**src/rtl/monkey_contact_detector.sv**
```systemverilog
// Per-frame contact classifier: accumulates monkey overlaps with rope/block/enemy
// during a frame and publishes stable contact flags at each startOfFrame.
module monkey_contact_detector #(
  parameter int OBJECT_WIDTH    = 32,
  parameter int OBJECT_HEIGHT   = 32,
  parameter int EDGE_MARGIN     = 4,
  parameter int FOOT_ROWS       = 3,
  parameter int ROPE_MIN_PIXELS = 6
) (
  input  logic        clk,
  input  logic        reset,
  input  logic        startOfFrame,
  input  logic        monkeyDR,
  input  logic [10:0] monkeyOffsetX,
  input  logic [10:0] monkeyOffsetY,
  input  logic        ropeDR,
  input  logic        blockDR,
  input  logic        enemyDR,
  output logic        onRope,
  output logic        onBlock,
  output logic        collision,
  output logic        objectHit,
  output logic [3:0]  HitEdgeCode,
  output logic        hitPulse,
  output logic        frameValid
);

  localparam logic [10:0] FOOT_Y   = 11'(OBJECT_HEIGHT - FOOT_ROWS);
  localparam logic [10:0] MARGIN   = 11'(EDGE_MARGIN);
  localparam logic [10:0] BOTTOM_Y = 11'(OBJECT_HEIGHT - EDGE_MARGIN);
  localparam logic [10:0] RIGHT_X  = 11'(OBJECT_WIDTH - EDGE_MARGIN);
  localparam logic [7:0]  ROPE_MIN = 8'(ROPE_MIN_PIXELS);

  typedef enum logic [1:0] {IDLE, ARMED, RUN} state_t;

  state_t     state, nextState;
  logic       latchEn;

  logic       ropeHit, footHit, anyHit, enemyHit;
  logic [3:0] edgeHit;

  logic [7:0] ropeCnt;
  logic       footAcc, anyAcc, enemyAcc;
  logic [3:0] edgeAcc;

  function automatic logic [7:0] satInc(input logic [7:0] cnt, input logic inc);
    if (inc && cnt != 8'hFF) return cnt + 8'd1;
    return cnt;
  endfunction

  // Stage p0: per-pixel overlap terms
  always_comb begin
    ropeHit    = monkeyDR & ropeDR;
    footHit    = monkeyDR & blockDR & (monkeyOffsetY >= FOOT_Y);
    anyHit     = monkeyDR & (ropeDR | blockDR | enemyDR);
    enemyHit   = monkeyDR & enemyDR;
    edgeHit[0] = anyHit & (monkeyOffsetY < MARGIN);
    edgeHit[1] = anyHit & (monkeyOffsetX >= RIGHT_X);
    edgeHit[2] = anyHit & (monkeyOffsetY >= BOTTOM_Y);
    edgeHit[3] = anyHit & (monkeyOffsetX < MARGIN);
  end

  always_ff @(posedge clk) begin
    if (reset) state <= IDLE;
    else       state <= nextState;
  end

  always_comb begin
    nextState = state;
    latchEn   = 1'b0;
    case (state)
      IDLE:       if (startOfFrame) nextState = ARMED;
      ARMED, RUN: if (startOfFrame) begin
                    latchEn   = 1'b1;
                    nextState = RUN;
                  end
      default:    nextState = IDLE;
    endcase
  end

  // Stage p1: frame accumulators; a pixel coinciding with startOfFrame seeds the new frame
  always_ff @(posedge clk) begin
    if (reset) begin
      ropeCnt  <= '0;
      footAcc  <= 1'b0;
      anyAcc   <= 1'b0;
      enemyAcc <= 1'b0;
      edgeAcc  <= '0;
    end else if (startOfFrame) begin
      ropeCnt  <= {7'd0, ropeHit};
      footAcc  <= footHit;
      anyAcc   <= anyHit;
      enemyAcc <= enemyHit;
      edgeAcc  <= edgeHit;
    end else begin
      ropeCnt  <= satInc(ropeCnt, ropeHit);
      footAcc  <= footAcc | footHit;
      anyAcc   <= anyAcc | anyHit;
      enemyAcc <= enemyAcc | enemyHit;
      edgeAcc  <= edgeAcc | edgeHit;
    end
  end

  // Stage p2: published flags, held for the whole following frame
  always_ff @(posedge clk) begin
    if (reset) begin
      onRope      <= 1'b0;
      onBlock     <= 1'b0;
      collision   <= 1'b0;
      objectHit   <= 1'b0;
      HitEdgeCode <= '0;
      hitPulse    <= 1'b0;
    end else if (latchEn) begin
      onRope      <= (ropeCnt >= ROPE_MIN);
      onBlock     <= footAcc;
      collision   <= anyAcc;
      objectHit   <= enemyAcc;
      HitEdgeCode <= edgeAcc;
      hitPulse    <= enemyAcc & ~objectHit;
    end else begin
      hitPulse    <= 1'b0;
    end
  end

  assign frameValid = (state == RUN);

endmodule

```
**config.mk**
```make
export PLATFORM = sky130hd
export DESIGN_NAME = monkey_contact_detector
export DESIGN_NICKNAME = d
export VERILOG_FILES = /design/src/rtl/monkey_contact_detector.sv
export SDC_FILE = /design/constraint.sdc
export NUM_CORES = 1
export LEC_CHECK = 0
export CAP_MARGIN = 40
export CORE_AREA = 2 2 66 68
export CTS_CLUSTER_SIZE = 30
export DETAILED_ROUTE_END_ITERATION = 16
export DIE_AREA = 0 0 68 70
export GPL_TIMING_DRIVEN = 0
export SYNTH_ARGS = -nofsm -noshare
export SYNTH_HDL_FRONTEND = slang
export SYNTH_SLANG_ARGS = --single-unit
export TNS_END_PERCENT = 10
```
**constraint.sdc**
```tcl
create_clock -name clk -period 3.35 [get_ports clk]
set_clock_uncertainty 0.2 [all_clocks]
set_input_delay 0.5025 -clock clk [delete_from_list [all_inputs] [get_ports clk]]
set_output_delay 0.5025 -clock clk [all_outputs]
set_load 0.005 [all_outputs]
```
==> reports/results.txt <==
The worst setup path is of the reg2out kind. Height of the chip: 70 µm. Synthesis produced 134 cells. The mean instance size in the synthesized netlist came out at 8.76 µm².

The logs give 403 for the final-layout fill cell count and 0 for the max-slew violation count. TritonCTS built the clock tree. Top flip-flop cell by instance count after synthesis: dfxtp_1.

In this run the cell area of the synthesized design comes to 1170 µm². At the pin with the least slew margin, the transition time is 0.478 ns. At the later pin of the worst-skew pair, clock insertion delay measures 0.27 ns. The run gives 1102 as the routed via count. The count of endpoints failing hold in the final timing report came out at 0. Global routing consumed, over all layers together, 12.4% of the routing resources.

The sequential cells in the finished layout cover a total of 520 µm². The H-tree depth is 1, and the share of flip-flops with an asynchronous set or reset after synthesis is 0%. VDD sags by at most 0.000206 V.

In this run, post-CTS hold repair placed 0 buffers. Detailed placement ended at an HPWL of 2170 µm. Detailed router's first-iteration violation count: 83. The floorplan has 24 rows. Based on the critical path, the design can be clocked at up to 0.484 GHz. Portion of the post-synthesis area used by sequential elements: 44.3%. Clock-pin slew was measured on the worst setup and hold paths at 0.09 ns. The number of nets in the layout is 208. The number of antenna violations at the first check in global routing was 0. The first detailed-routing pass took 4 iterations. The tools report the die area as 4760 µm². The effective utilization at floorplan was 28.3%.

The worst path in the final design needs a cycle of 2.07 ns, including I/O delays and setup. Summed over its instances, the top area cell type makes up 44.3% of the synthesized netlist area. Once placement finished, the instance area stood at 1590 µm². Class of the tightest hold or removal check: reg2reg. For the number of clock buffers inserted by TritonCTS, the log shows 3. 0 antenna diodes ended up in the layout.

During placement, the flow inserted port buffers numbering 35. Summed over all layers, the routed wires come to 2760 µm. The cell type with the highest aggregate area in the netlist is dfxtp_1. The startpoint of the most critical setup path was state[0]. In the final layout, the multi-input gates occupy 618 µm².

The tools report the DRC violations left as 0. Number of enable flip-flop cells after synthesis: 0. The remaining antenna violation count is 0. Entering global routing, the biggest net connects 16 pins. The depth of the worst register-to-register path was 5. The leakage power came out at 0.610 nW.

The total grt overflow came out at 0. The number of setup violations in the final report came out at 0. The clock drives 26 sinks.

In this run the deepest clock path goes through 2 buffers. The mean routed wirelength per cell is 12.3 µm. Across the run, the number of max-cap violations was 0. When the netlist entered floorplanning its net count stood at 168.

The first global-routing pass estimated 4600 µm of wire. Ranked by total cell area, the synthesized netlist is headed by dfxtp_1, nand2_1, ha_1. Type of element launching the critical path: a flop. The congestion estimate from routability-driven global placement came to 0.756. STA classifies the critical path endpoint as a primary output. The run finished with clean final reports.

Average via count per standard cell: 4.90. After routing the design area is 1660 µm². Start of the worst register-to-register path: ropeCnt[1]. After clock tree synthesis, the repair step resized 0 gates.

The synthesis-stage register bit count is 26, and the total I/O pin count is 39. In this run the worst setup path terminates at frameValid. Proportion of layout cells with a drive suffix above 1: 6.36%. The required arrival time at the worst endpoint was 2.65 ns. The logs give 1008 for the number of global-route vias before repair and 38 for the number of distinct library cell variants in the gate-level netlist after synthesis. The power per standard cell area came out at 430 nW/µm². Largest fanout on the critical path: 4. The setup slack of the most critical reg-to-reg path is 1.62 ns, and the core outline area is 4140 µm².

For the worst slew margin relative to its limit, the log shows 68.2%. Yosys printed 0 warnings. The tools report the clock tree root driver cell as clkbuf_8. The share of the cycle needed by the critical path after routing was 61.7%. The tools report the accumulated negative setup slack as 0 ns. Setup repair after global routing left no endpoint under its margin.

Layout-stage area growth over the synthesis result: 41.5%. The die is 68 µm wide. Buffers added to address setup during post-CTS repair amount to 0.

The run gives 1.36 ns as the critical path arrival. The worst register-to-register path ends at ropeCnt[5].
## worst min-delay path by stage
stage,cells past startpoint,start,end
after floorplan,2,edgeAcc[3],edgeAcc[3]
after global placement,1,objectHit,hitPulse
after detailed placement,2,edgeAcc[3],edgeAcc[3]
after CTS,2,onBlock,onBlock
after global routing,2,edgeAcc[0],HitEdgeCode[0]
final,2,onBlock,onBlock
## routing by layer
metal  wire length, µm  track usage [%]  part of all wire, %
met5                 0                0                    0
met3                83             1.45                  3.0
met4                21             4.00                 0.76
met1              1220             16.7                   44
met2              1440             20.4                   52
## flip-flops by register name (all words and copies together), names as in the netlist
name,cells
edgeAcc,4
collision,1
onBlock,1
ropeCnt,8
hitPulse,1
footAcc,1
HitEdgeCode,4
onRope,1
anyAcc,1
enemyAcc,1
objectHit,1
state,2
## synth_stat cells, drive strengths merged (3+ instances only)
cell type,instances
dfxtp,26
nand2,19
nor2,16
a21oi,11
nand3,6
ha,5
inv,5
nor3,5
nand4,4
xor2,4
clkbuf,3
o21ai,3
## metrics by stage
| step | hold WS, ns | power [mW] | utilization, % | std cells | setup WS, ns |
|---|---|---|---|---|---|
| 2_1_floorplan | 0.220 | 0.397 | - | 134 | 1.54 |
| 3_3_place_gp | 0.235 | 0.457 | 38.3 | 221 | 1.07 |
| 3_5_place_dp | 0.237 | 0.463 | 38.3 | 221 | 1.03 |
| 4_1_cts | 0.263 | 0.721 | 40.1 | 225 | 1.27 |
| 5_1_grt | 0.279 | 0.747 | 40.1 | 225 | 1.23 |
| 6_report | 0.261 | 0.715 | 40.1 | 225 | 1.28 |
## cells in the final DEF (no fill, tap or decap), drive strengths merged
cell type	instances
clkdlybuf4s50	35
dfxtp	26
nand2	19
nor2	16
a21oi	11
nand3	6
clkbuf	6
inv	5
ha	5
nor3	5
xor2	4
nand4	4
o21ai	3
and4	2
mux2i	2
a22o	2
a32o	2
o211ai	2
or4	2
or2	1
and3	1
a31oi	1
nor2b	1
o31a	1
and2	1
buf	1
o21bai	1
o31ai	1
a211oi	1
a21o	1
a22oi	1
o41ai	1
a311oi	1
nor4b	1
bufinv	1
## area by class of cell
| cell class | instances | area share [%] |
|---|---|---|
| Sequential cell | 26 | 31.3 |
| Inverter | 5 | 1.13 |
| Clock inverter | 1 | 1.81 |
| Timing Repair Buffer | 35 | 21.1 |
| Multi-Input combinational cell | 99 | 37.2 |
| Tap cell | 52 | 3.92 |
| Buffer | 4 | 0.980 |
| Clock buffer | 3 | 2.49 |
## critical path: stages, from the launching register on
cell and delay (ns):
dfxtp_1 0.31, inv_1 0.11, ha_1 0.18, clkdlybuf4s50_1 0.50
## where the power goes
| group | switching [mW] | internal [mW] |
|---|---|---|
| clock | 0.101 | 0.160 |
| combinational | 0.0585 | 0.0641 |
| sequential | 0.00760 | 0.324 |
| total | 0.167 | 0.548 |
## logic make-up (layout without fill, tap and decap cells)
logic type                 Yosys count  in the layout  synth area share, %
and+or+nand+nor                     59             59                 25.5
adders and majority gates            5              5                 5.33
muxes                                2              2                 1.71
DFF                                 26             26                 44.3
xor gates and xnor gates             4              4                 2.98
AOI/OAI and AO/OA                   29             29                 17.2
buffers and inverters                9             48                 2.98
No activity file was read; power rests on OpenSTA's default activity.
